<file path="config.mk">
export PLATFORM = sky130hd
export DESIGN_NAME = cache_profiler
export DESIGN_NICKNAME = d
export VERILOG_FILES = /design/src/rtl/abacus_pkg.sv /design/src/rtl/cache_event_tracker.sv /design/src/rtl/cache_profiler.sv
export SDC_FILE = /design/constraint.sdc
export NUM_CORES = 1
export LEC_CHECK = 0
export CAP_MARGIN = 20
export CORE_MARGIN = 10
export CORE_UTILIZATION = 30
export CTS_CLUSTER_SIZE = 12
export DETAILED_ROUTE_END_ITERATION = 16
export SLEW_MARGIN = 20
export SYNTH_ARGS = -nofsm -noshare
export SYNTH_HDL_FRONTEND = slang
export SYNTH_HIERARCHICAL = 1
export SYNTH_SLANG_ARGS = --single-unit
export TNS_END_PERCENT = 100
</file>
<file path="constraint.sdc">
create_clock -name clk -period 3.7 [get_ports clk]
set_input_delay 0.74 -clock clk [delete_from_list [all_inputs] [get_ports clk]]
set_output_delay 0.74 -clock clk [all_outputs]
set_load 0.02 [all_outputs]
</file>
<file path="src/rtl/abacus_pkg.sv">
// Shared types and helpers for the ABACUS cache profiler.
// It holds the tracker state encoding, the enable-register bit positions and a saturating add.
package abacus_pkg;

    typedef enum logic [1:0] {IDLE, HIT_HOLD, MISS_WAIT, SKIP} cache_prof_state_t;

    localparam int PROF_EN_BIT  = 0;
    localparam int PROF_CLR_BIT = 1;

    // Adds two values and clamps the result at max_val. A 65-bit sum keeps the carry out.
    function automatic logic [63:0] sat_add(input logic [63:0] a,
                                            input logic [63:0] b,
                                            input logic [63:0] max_val);
        logic [64:0] sum;
        sum = {1'b0, a} + {1'b0, b};
        return (sum > {1'b0, max_val}) ? max_val : sum[63:0];
    endfunction

endpackage

</file>
<file path="src/rtl/cache_event_tracker.sv">
// One cache channel: a request FSM plus saturating hit, miss, request and latency counters.
// Clear zeroes the counters only; the FSM state and the in-flight latency carry on.
module cache_event_tracker
    import abacus_pkg::*;
#(
    parameter int COUNTER_WIDTH = 32,
    parameter int LATENCY_WIDTH = 16
) (
    input  logic                     clk,
    input  logic                     rst,
    input  logic                     en,
    input  logic                     clr,
    input  logic                     req,
    input  logic                     hit,
    output logic [COUNTER_WIDTH-1:0] hit_counter,
    output logic [COUNTER_WIDTH-1:0] miss_counter,
    output logic [COUNTER_WIDTH-1:0] request_counter,
    output logic [COUNTER_WIDTH-1:0] miss_latency_total,
    output logic [LATENCY_WIDTH-1:0] miss_latency_max
);

    localparam logic [63:0] CNT_MAX = (64'd1 << COUNTER_WIDTH) - 64'd1;
    localparam logic [63:0] LAT_MAX = (64'd1 << LATENCY_WIDTH) - 64'd1;

    cache_prof_state_t        state, next_state;
    logic [LATENCY_WIDTH-1:0] lat;
    logic                     start, miss_done;

    function automatic logic [COUNTER_WIDTH-1:0] inc_cnt(input logic [COUNTER_WIDTH-1:0] v);
        return COUNTER_WIDTH'(sat_add(64'(v), 64'd1, CNT_MAX));
    endfunction

    // Enable is sampled only here, in the first cycle of a request.
    assign start     = (state == IDLE) && req && en;
    assign miss_done = (state == MISS_WAIT) && !req;

    always_comb begin
        next_state = state;
        case (state)
            IDLE:      if (req) next_state = !en ? SKIP : (hit ? HIT_HOLD : MISS_WAIT);
            HIT_HOLD:  if (!req) next_state = IDLE;
            MISS_WAIT: if (!req) next_state = IDLE;
            SKIP:      if (!req) next_state = IDLE;
            default:   next_state = IDLE;
        endcase
    end

    always_ff @(posedge clk or negedge rst) begin
        if (!rst) begin
            state              <= IDLE;
            lat                <= '0;
            hit_counter        <= '0;
            miss_counter       <= '0;
            request_counter    <= '0;
            miss_latency_total <= '0;
            miss_latency_max   <= '0;
        end else begin
            state <= next_state;
            if (start && !hit)
                lat <= LATENCY_WIDTH'(1);
            else if (state == MISS_WAIT && req)
                lat <= LATENCY_WIDTH'(sat_add(64'(lat), 64'd1, LAT_MAX));

            if (clr) begin
                hit_counter        <= '0;
                miss_counter       <= '0;
                request_counter    <= '0;
                miss_latency_total <= '0;
                miss_latency_max   <= '0;
            end else begin
                if (start) begin
                    request_counter <= inc_cnt(request_counter);
                    if (hit) hit_counter  <= inc_cnt(hit_counter);
                    else     miss_counter <= inc_cnt(miss_counter);
                end
                if (miss_done) begin
                    miss_latency_total <= COUNTER_WIDTH'(sat_add(64'(miss_latency_total),
                                                                 64'(lat), CNT_MAX));
                    if (lat > miss_latency_max) miss_latency_max <= lat;
                end
            end
        end
    end

endmodule

</file>
<file path="src/rtl/cache_profiler.sv">
// ABACUS cache profiler top: independent I-cache and D-cache event trackers.
// The trackers share the enable/clear bits of the cache-profile enable register.
module cache_profiler
    import abacus_pkg::*;
#(
    parameter int COUNTER_WIDTH = 32,
    parameter int LATENCY_WIDTH = 16
) (
    input  logic                     clk,
    input  logic                     rst,
    input  logic [31:0]              enable,
    input  logic                     icache_requests,
    input  logic                     icache_hits,
    input  logic                     dcache_requests,
    input  logic                     dcache_hits,
    output logic [COUNTER_WIDTH-1:0] icache_hit_counter,
    output logic [COUNTER_WIDTH-1:0] icache_miss_counter,
    output logic [COUNTER_WIDTH-1:0] icache_request_counter,
    output logic [COUNTER_WIDTH-1:0] icache_miss_latency_total,
    output logic [LATENCY_WIDTH-1:0] icache_miss_latency_max,
    output logic [COUNTER_WIDTH-1:0] dcache_hit_counter,
    output logic [COUNTER_WIDTH-1:0] dcache_miss_counter,
    output logic [COUNTER_WIDTH-1:0] dcache_request_counter,
    output logic [COUNTER_WIDTH-1:0] dcache_miss_latency_total,
    output logic [LATENCY_WIDTH-1:0] dcache_miss_latency_max
);

    // The upper enable bits are reserved and have no effect.
    logic unused_enable;
    assign unused_enable = ^enable[31:2];

    cache_event_tracker #(.COUNTER_WIDTH(COUNTER_WIDTH), .LATENCY_WIDTH(LATENCY_WIDTH)) u_icache (
        .clk                (clk),
        .rst                (rst),
        .en                 (enable[PROF_EN_BIT]),
        .clr                (enable[PROF_CLR_BIT]),
        .req                (icache_requests),
        .hit                (icache_hits),
        .hit_counter        (icache_hit_counter),
        .miss_counter       (icache_miss_counter),
        .request_counter    (icache_request_counter),
        .miss_latency_total (icache_miss_latency_total),
        .miss_latency_max   (icache_miss_latency_max)
    );

    cache_event_tracker #(.COUNTER_WIDTH(COUNTER_WIDTH), .LATENCY_WIDTH(LATENCY_WIDTH)) u_dcache (
        .clk                (clk),
        .rst                (rst),
        .en                 (enable[PROF_EN_BIT]),
        .clr                (enable[PROF_CLR_BIT]),
        .req                (dcache_requests),
        .hit                (dcache_hits),
        .hit_counter        (dcache_hit_counter),
        .miss_counter       (dcache_miss_counter),
        .request_counter    (dcache_request_counter),
        .miss_latency_total (dcache_miss_latency_total),
        .miss_latency_max   (dcache_miss_latency_max)
    );

endmodule
</file>
==> results, run 1 <==
- The flow ran to the end, and the final reports show no timing, DRC or antenna violations.
- For the pin with the worst max-slew slack, the measured transition is 817 ps.
- The starting utilization of the core area is 30.3%.
- The global-route track usage on met2 is 29.0%.
- The global routing stage identified its most utilized layer as met2.
- The total die area is 0.0787 mm^2.
- The final routed wire length divided by cell count is 19.4 um.
- The synthesized design devotes to its leading area cell type 39.8% of total area.
- The signal arrival time at the worst endpoint is ~3800 ps.
- After clock tree synthesis, the repair step resized 0 gates.
- The initial antenna violation count came to 1.
- Global routing consumed, on the met1 layer, 21.8% of the routing resources.
- The post-synthesis cell area is 0.0204 mm^2.
- The count of nets after finishing is around 2800.
- The kind of critical path is flop to flop.
- The footprint of the multi-input gates is ~0.011 mm^2.
- The routed wire length is approximately 70 mm.
- The setup violation total in the final timing report is 0.
- The die boundary width is roughly 280 um.
- The tree built by TritonCTS fans out to about 320 sinks.
- Combinational logic is responsible for ~14% of the overall power.
- The start of the worst register-to-register path is u_icache/hit_counter[0].
- The global route total overflow is 0.
- The footprint of the flip-flops and latches is 0.00811 mm^2.
- After synthesis, the most frequently instantiated cells are 324 x sky130_fd_sc_hd__dfrtp_1, 312 x sky130_fd_sc_hd__nor2_1, 260 x sky130_fd_sc_hd__nand2_1, 160 x sky130_fd_sc_hd__o21ai_0, 134 x sky130_fd_sc_hd__nand3_1.
- The type of the most critical hold path is input port to asynchronous set/reset pin.
- The fraction of power consumed by the clock network is 46.1%.
- The slack of the worst reg-to-reg path is 370 ps.
- Once the clock tree was built, the setup fixing pass inserted 0 buffers.
- The number of search-and-repair iterations in the first detailed-routing pass is 7.
- In this run, distinct cell masters in the synthesized netlist total 76.
- On the final layout, the worst clock skew is around 15 ps.
- The final period utilization is 89.9%.
- Setup repair after global routing left no endpoint under its margin.
- From bottom edge to top edge, the die measures 281 um.
- The final setup TNS is 0 ps.
- STA puts the critical path data required time at 4140 ps.
- The register bit total from synthesis is 324.
- Entering global routing, the biggest net connects 103 pins.
- The clock buffer count from CTS is 44.
- The count of flip-flops with a built-in enable after synthesis is 0.
- The number of placement rows is 95.
- In this run the worst setup path begins at u_icache/hit_counter[0].
- The met3 capacity usage during global routing is approximately 3.2%.
- The clock insertion delay at the later pin of the skew report is approximately 560 ps.
- The count of nets left with antenna violations once routing finished came out at 0.
- The maximum vdd drop is 0.000281 V.
- In this run the power density over the cells is 375 mW/mm^2.
- Counting every net in the synthesized netlist gives 2536.
- From synthesis to final layout, the design area changed by 28.2%.
- Yosys printed 6 warnings.
- The count of final max-slew check failures came to 0.
- The top fanout value on the critical path is 16.
- The proportion of total power due to net switching is between 20 and 30%.
- In the post-synthesis netlist, the biggest area contributors are sky130_fd_sc_hd__dfrtp_1 40%, sky130_fd_sc_hd__nor2_1 5.7%, sky130_fd_sc_hd__ha_1 4.9%, sky130_fd_sc_hd__nand2_1 4.8%, sky130_fd_sc_hd__a211oi_1 4.1%.
- The floorplan step defined a core boundary enclosing about 0.067 mm^2.
- The total via count in the routed design is 19821.
- The synthesized area per cell is 8.43 um^2.
- The CTS tree is done.
- Derived from the worst setup path, the maximum achievable clock frequency is 301 MHz.
- The type of destination of the critical path is a flop.
- The static leakage is about 10 nW.
- After detailed routing, the number of vias per cell comes to approximately 5.5.
- The finished cells cover 0.0261 mm^2.
- The total cell area at the placement stage is 0.0246 mm^2.
- The endpoint of the worst register-to-register path is u_icache/hit_counter[18].
- The root buffer selected by CTS is sky130_fd_sc_hd__clkbuf_16.
- The async set-reset flop share out of synthesis is 100%.
- Synthesis produced a netlist whose cell count is around 2400.
- Internal power comes to 7.07 mW.
- The number of global-route vias before repair was 19256.
- The first global-routing pass estimated around 110 mm of wire.
- The number of inserted filler cells in the final layout is 6643.
- The worst setup path is launched from a flop.
- Once detailed placement completed, the half-perimeter wirelength came to 50.5 mm.
- The largest total area in the synthesized netlist belongs to sky130_fd_sc_hd__dfrtp_1.
- The number of max-capacitance violations reported is 0.
- The level count of the clock H-tree is 2.
- Global routing used 17.2% of the available tracks.
- The number of buffers on the longest clock path is 3.
- The most instantiated library cell after synthesis is sky130_fd_sc_hd__dfrtp_1.
- For this run, design rule violations remaining after detail routing come to 0.
- At the end of routability-driven placement, the weighted congestion stood at 0.875.
- Clock-pin slew was measured on the worst setup and hold paths at 60 ps.
- The worst pin sits at a relative slew slack of 45.5%.
- The cell count of the worst reg-to-reg path is 9.
- The time the final worst path needs with I/O delays and setup is 3330 ps.
- The reported net switching power is about 2.7 mW.
- The number of buffers inserted for hold repair after clock tree synthesis is 0.
- The fraction of the yosys area taken by sequential cells is 39.8%.
- During placement, the flow inserted port buffers numbering 295.
- For this block, the initial DRC count from the detailed router was 1276.
- The most used flip-flop cell after synthesis is sky130_fd_sc_hd__dfrtp_1.
- The worst-case hold slack is roughly 230 ps.
- The boundary pin count is around 330.
- In the final layout, the share of cells above drive strength 1 is 6.44%.
- The final hold violation count is 0.
- Per report_power, the sequential group accounts for 39.5% of the total.
[worst max-delay path by stage]
stage | endpoint | slack, ps | cells past startpoint
final | u_icache/hit_counter[18] | 370 | 9
after global routing | u_dcache/miss_latency_total[25] | 100 | 11
after CTS | u_dcache/miss_latency_total[9] | 390 | 10
after floorplan | u_dcache/miss_latency_total[21] | 820 | 13
after detailed placement | u_icache/hit_counter[20] | 330 | 8
after global placement | u_icache/hit_counter[18] | 370 | 8
[flip-flops by register name, indices dropped and copies added, names as in the netlist]
name / flops
u_dcache/hit_counter: 32
u_dcache/miss_counter: 32
u_dcache/miss_latency_total: 32
u_dcache/request_counter: 32
u_icache/hit_counter: 32
u_icache/miss_counter: 32
u_icache/miss_latency_total: 32
u_icache/request_counter: 32
u_dcache/lat: 16
u_dcache/miss_latency_max: 16
u_icache/lat: 16
u_icache/miss_latency_max: 16
u_dcache/state: 2
u_icache/state: 2
[per-layer routing]
| layer | wire [um] | vias up |
|---|---|---|
| met1 | 30300 | 9667 |
| met2 | 33700 | 566 |
| met4 | 2070 | 0 |
| li1 | - | 9479 |
| met3 | 4000 | 109 |
| met5 | 0 | - |
[through the flow]
stage | setup slack [ps] | std cells | total power, mW | util, %
after floorplan | 817 | 2416 | 4.80 | -
after global placement | 372 | 3529 | 5.31 | 36.5
after detailed placement | 334 | 3529 | 5.35 | 36.5
after CTS | 385 | 3607 | 9.96 | 38.8
after global routing | 97.1 | 3608 | 10.3 | 38.8
final | 372 | 3608 | 9.81 | 38.8
[cell type report]
cell class | instances | share of cell area (%)
antenna | 1 | 0.00958
inverter | 110 | 1.58
tap | 873 | 4.18
sequential | 324 | 31.0
multi-input combinational | 1864 | 43.8
clock buffer | 66 | 5.15
timing repair buffer | 358 | 13.5
clock inverter | 12 | 0.747
[critical path, stage by stage (launching register included)]
cell	delay (ps)
sky130_fd_sc_hd__dfrtp_1	470
sky130_fd_sc_hd__inv_1	120
sky130_fd_sc_hd__ha_1	330
sky130_fd_sc_hd__or4_1	530
sky130_fd_sc_hd__nor4_1	210
sky130_fd_sc_hd__and3_1	210
sky130_fd_sc_hd__o211ai_2	130
sky130_fd_sc_hd__o211ai_2	650
sky130_fd_sc_hd__nor2_1	200
sky130_fd_sc_hd__a221oi_1	350
[power by group through the flow]
stage	registers, mW	logic, mW	clock network (mW)
global route	3.90	1.60	4.78
detailed placement	3.94	1.42	0
finish	3.88	1.41	4.52
CTS	3.88	1.43	4.66
global placement	3.93	1.38	0
floorplan	3.92	0.883	0
[cells by family after synthesis]
| group | Yosys count | synth area share (%) |
|---|---|---|
| xor+xnor | 40 | 1.72 |
| buf+inv | 228 | 4.40 |
| mux | 74 | 3.64 |
| simple gates | 1032 | 24.4 |
| flops | 324 | 39.8 |
| compound gates | 636 | 21.0 |
| fa+ha+maj | 82 | 5.11 |
[cell usage in the layout (no fill, tap or decap), types with 15 or more instances in the layout]
cell type / instances
sky130_fd_sc_hd__nor2_1: 310
sky130_fd_sc_hd__a211oi_1: 112
sky130_fd_sc_hd__o22ai_1: 16
sky130_fd_sc_hd__a31oi_1: 32
sky130_fd_sc_hd__inv_1: 108
sky130_fd_sc_hd__nand4_1: 46
sky130_fd_sc_hd__nand3_1: 134
sky130_fd_sc_hd__a221oi_1: 20
sky130_fd_sc_hd__and4_1: 24
sky130_fd_sc_hd__o21a_1: 20
sky130_fd_sc_hd__and3_1: 90
sky130_fd_sc_hd__buf_4: 55
sky130_fd_sc_hd__ha_1: 80
sky130_fd_sc_hd__clkdlybuf4s50_1: 293
sky130_fd_sc_hd__dfrtp_1: 324
sky130_fd_sc_hd__nor4_1: 18
sky130_fd_sc_hd__clkbuf_16: 45
sky130_fd_sc_hd__o21ai_0: 160
sky130_fd_sc_hd__xnor2_1: 16
sky130_fd_sc_hd__a21oi_1: 98
sky130_fd_sc_hd__nand2_1: 260
sky130_fd_sc_hd__a21o_1: 34
sky130_fd_sc_hd__xor2_1: 24
sky130_fd_sc_hd__mux2i_1: 74
sky130_fd_sc_hd__clkbuf_8: 15
sky130_fd_sc_hd__nor3_1: 76
sky130_fd_sc_hd__a311oi_1: 46
(Power assumes the default switching activity.)
==> run 2: changes to the inputs <==
--- a/config.mk
+++ b/config.mk
@@ -10,2 +10,3 @@
 export CORE_UTILIZATION = 30
+export CTS_CLUSTER_DIAMETER = 40
 export CTS_CLUSTER_SIZE = 12
--- a/constraint.sdc
+++ b/constraint.sdc
@@ -3,2 +3,2 @@
 set_output_delay 0.74 -clock clk [all_outputs]
-set_load 0.02 [all_outputs]
+set_load 0.005 [all_outputs]
==> run 2 against run 1 <==
  * Final area rose by 3.3%
  * Clock power rose by 41%
  * Wire length is 1.1% higher
  * Global-route usage up 0.23 points
  * Power increased by 19%
  * First-iteration DRC count is 10% higher
  * Worst hold slack lost 11 ps
  * Die area stayed put
  * Fmax grew 0.59%
  * Combinational power decreased by 3%
  * Critical path type unchanged
  * Largest power group unchanged
  * Highest routed layer unchanged
==> results, run 2 (synthesized netlist as in run 1, its figures left out) <==
- The total die area came to 0.0787 mm^2 (unchanged).
- Unrepaired setup endpoints after global routing: no (unchanged).
- The vias per cell was 5.47 (was 5.49).
- The maximum vdd drop is 0.000283 V (was 0.000281 V).
- The overall fraction of global-route tracks in use is 17.5% (was 17.2%).
- The routing layer with the top usage in global route is met2 (unchanged).
- The boundary pin count came to 326 (unchanged).
- The clock-pin transition on the worst setup and hold timing paths is 50 ps (was 60 ps).
- The category of the worst setup path launch point is a flop (unchanged).
- The peak per-stage delay on the critical path is 670 ps (was 650 ps).
- The number of port buffers was 295 (unchanged).
- The standard cell with the maximum stage delay on the critical path is sky130_fd_sc_hd__o211ai_2 (unchanged).
- Run status: completed (unchanged).
- The type of the most critical hold path was input port to asynchronous set/reset pin (unchanged).
- The static leakage is 10.6 nW (was 10.2 nW).
- The total cell area at the placement stage came to 0.0246 mm^2 (unchanged).
- The initial antenna violation count is 1 (unchanged).
- The type of destination of the critical path is a flop (unchanged).
- The met3 capacity usage during global routing came to 3.85% (was 3.15%).
- The initial DRC count is 1405 (was 1276).
- The count of nets after finishing was 2848 (was 2822).
- The proportion of layout cells with a drive suffix above 1 came to 7.83% (was 6.44%).
- The met1 usage is 21.7% (was 21.8%).
- The total via count in the routed design is 20004 (was 19821).
- The signal arrival time at the worst endpoint is 3800 ps (was 3770 ps).
- The level count of the clock H-tree came to 3 (was 2).
- The number of post-CTS setup repair buffers came to 0 (unchanged).
- The most common cell after layout, fill and taps aside is sky130_fd_sc_hd__dfrtp_1 (unchanged).
- The routed wire length is 70.8 mm (was 70.1 mm).
- The total core area was 0.0673 mm^2 (unchanged).
- The CTS tree is done (unchanged).
- The root buffer selected by CTS is sky130_fd_sc_hd__clkbuf_16 (unchanged).
- The final setup TNS is 0 ps (unchanged).
- The post-cts gate resize count was 0 (unchanged).
- The wire length of the first global-routing pass is 112 mm (was 111 mm).
- The final routed wire length divided by cell count is 19.4 um (about the same).
- The global-route track usage on met2 was 29.2% (was 29.0%).
- Critical-path cell list: inv_1 -> ha_1 -> or4_1 -> nor4_1 -> and3_1 -> o211ai_2 -> o211ai_2 -> nor2_1 -> a221oi_1 (unchanged).
- The number of search-and-repair iterations in the first detailed-routing pass came to 5 (was 7).
- The number of clock sinks came to 324 (unchanged).
- The number of buffers inserted for hold repair after clock tree synthesis came to 0 (unchanged).
- The final estimated routing congestion in global placement came to 0.875 (unchanged).
- The number of placement rows came to 95 (unchanged).
- The die boundary width is 281 um (unchanged).
- The top fanout value on the critical path is 16 (unchanged).
- The time the final worst path needs with I/O delays and setup is 3310 ps (was 3330 ps).
- The number of inserted filler cells in the final layout is 6563 (was 6643).
- The number of global-route vias before repair is 19603 (was 19256).
- The final hold violation count is 0 (unchanged).
- The clock insertion delay at the later pin of the skew report is 590 ps (was 560 ps).
- The endpoint of the worst register-to-register path is u_icache/hit_counter[18] (unchanged).
- The starting utilization of the core area came to 30.3% (unchanged).
- The height of the die is 281 um (unchanged).
- The clock buffer count from CTS came to 70 (was 44).
- The worst endpoint required time is 4190 ps (was 4140 ps).
- The final period utilization came to 89.4% (was 89.9%).
- The remaining number of nets flagged by the antenna check after routing is 0 (unchanged).
- The final setup skew came to 23.0 ps (was 14.7 ps).
- The setup violation total in the final timing report was 0 (unchanged).
- The final routed DRC violation total is 0 (unchanged).
- The number of max-capacitance violations reported is 0 (unchanged).
- The maximum number of pins on one net before global-route repair was 103 (unchanged).
- The synthesis-to-layout area growth is 32.5% (was 28.2%).
- The post-detailed-placement half-perimeter wirelength is 50.5 mm (unchanged).
- The power density over the cells is 431 mW/mm^2 (was 375 mW/mm^2).
- The slack of the worst reg-to-reg path is 390 ps (was 370 ps).
- The count of final max-slew check failures is 0 (unchanged).
- The global route total overflow is 0 (unchanged).
- The cell count of the worst reg-to-reg path came to 9 (unchanged).
- Commonest cells after routing, fill and taps aside: 324 x sky130_fd_sc_hd__dfrtp_1, 310 x sky130_fd_sc_hd__nor2_1, 293 x sky130_fd_sc_hd__clkdlybuf4s50_1 (unchanged).
- The critical path's most frequent cell is sky130_fd_sc_hd__o211ai_2 (unchanged).
- The worst-case headroom to the max-slew limit is 45.5% (about the same).
- The kind of critical path was flop to flop (unchanged).
- The number of buffers on the longest clock path is 3 (unchanged).
- The start of the worst register-to-register path was u_icache/hit_counter[0] (unchanged).
- The final non-filler cell area is 0.0270 mm^2 (was 0.0261 mm^2).
- The measured slew at the worst slew-check pin was 818 ps (was 817 ps).
- The highest clock frequency the design can meet is 302 MHz (was 301 MHz).
- The worst-case hold slack came to 222 ps (was 234 ps).
run 2: cell count changes in the layout (fill, tap and decap cells not counted), moves of 2 or more:
cell	change
sky130_fd_sc_hd__clkbuf_1	+7
sky130_fd_sc_hd__inv_6	+5
sky130_fd_sc_hd__clkinv_2	+4
sky130_fd_sc_hd__clkbuf_16	+26
sky130_fd_sc_hd__bufinv_16	+2
sky130_fd_sc_hd__clkbuf_8	-3
sky130_fd_sc_hd__clkinvlp_4	+4
run 2: critical path: cells and delay by family, from the launching register on:
family | cells | cell delay, ps
DFF | 1 | 480
AOI/OAI and AO/OA | 3 | 1130
buffers and inverters | 1 | 120
adders and majority gates | 1 | 330
and+or+nand+nor | 4 | 1150
run 2: layer usage:
metal / wire length [um] / part of all wire [%] / up-vias
met1: 30600 / 43 / 9766
met3: 4000 / 5.6 / 137
met5: 0 / 0 / -
li1: - / - / 9564
met2: 34200 / 48 / 537
met4: 2090 / 2.9 / 0
run 2: worst max path at each step:
stage | startpoint | endpoint | slack, ps | cells past startpoint
after CTS | u_dcache/lat[0] | u_dcache/miss_latency_total[27] | 370 | 11
after floorplan | u_dcache/lat[0] | u_dcache/miss_latency_total[21] | 880 | 13
after detailed placement | enable[0] | u_icache/hit_counter[20] | 330 | 8
final | u_icache/hit_counter[0] | u_icache/hit_counter[18] | 390 | 9
after global routing | u_dcache/lat[0] | u_dcache/miss_latency_total[23] | 100 | 11
after global placement | enable[0] | u_icache/hit_counter[18] | 370 | 8
run 2: power by group:
group	internal (mW)	total (mW)	switching [mW]
sequential	3.67	3.89	0.220
combinational	0.569	1.37	0.804
clock	4.25	6.38	2.13
run 2: area by class of cell:
cell class	count	area (um^2)	share of cell area [%]
flip-flops and latches	324	8110	30.0
clock buffers	96	1980	7.34
clock inverters	31	424	1.57
well taps	873	1090	4.05
inverters	110	413	1.53
repair buffers	358	3530	13.1
diodes	1	2.50	0.00927
multi-input cells	1864	11400	42.4
run 2: stage by stage:
step                      power [mW]  cells  util, %  setup WS [ps]
after floorplan                 4.76   2416        -            884
after global placement          5.27   3529     36.5            372
after detailed placement        5.31   3529     36.5            334
after CTS                       11.8   3656     40.1            375
after global routing            12.1   3657     40.1            100
final                           11.6   3657     40.1            392
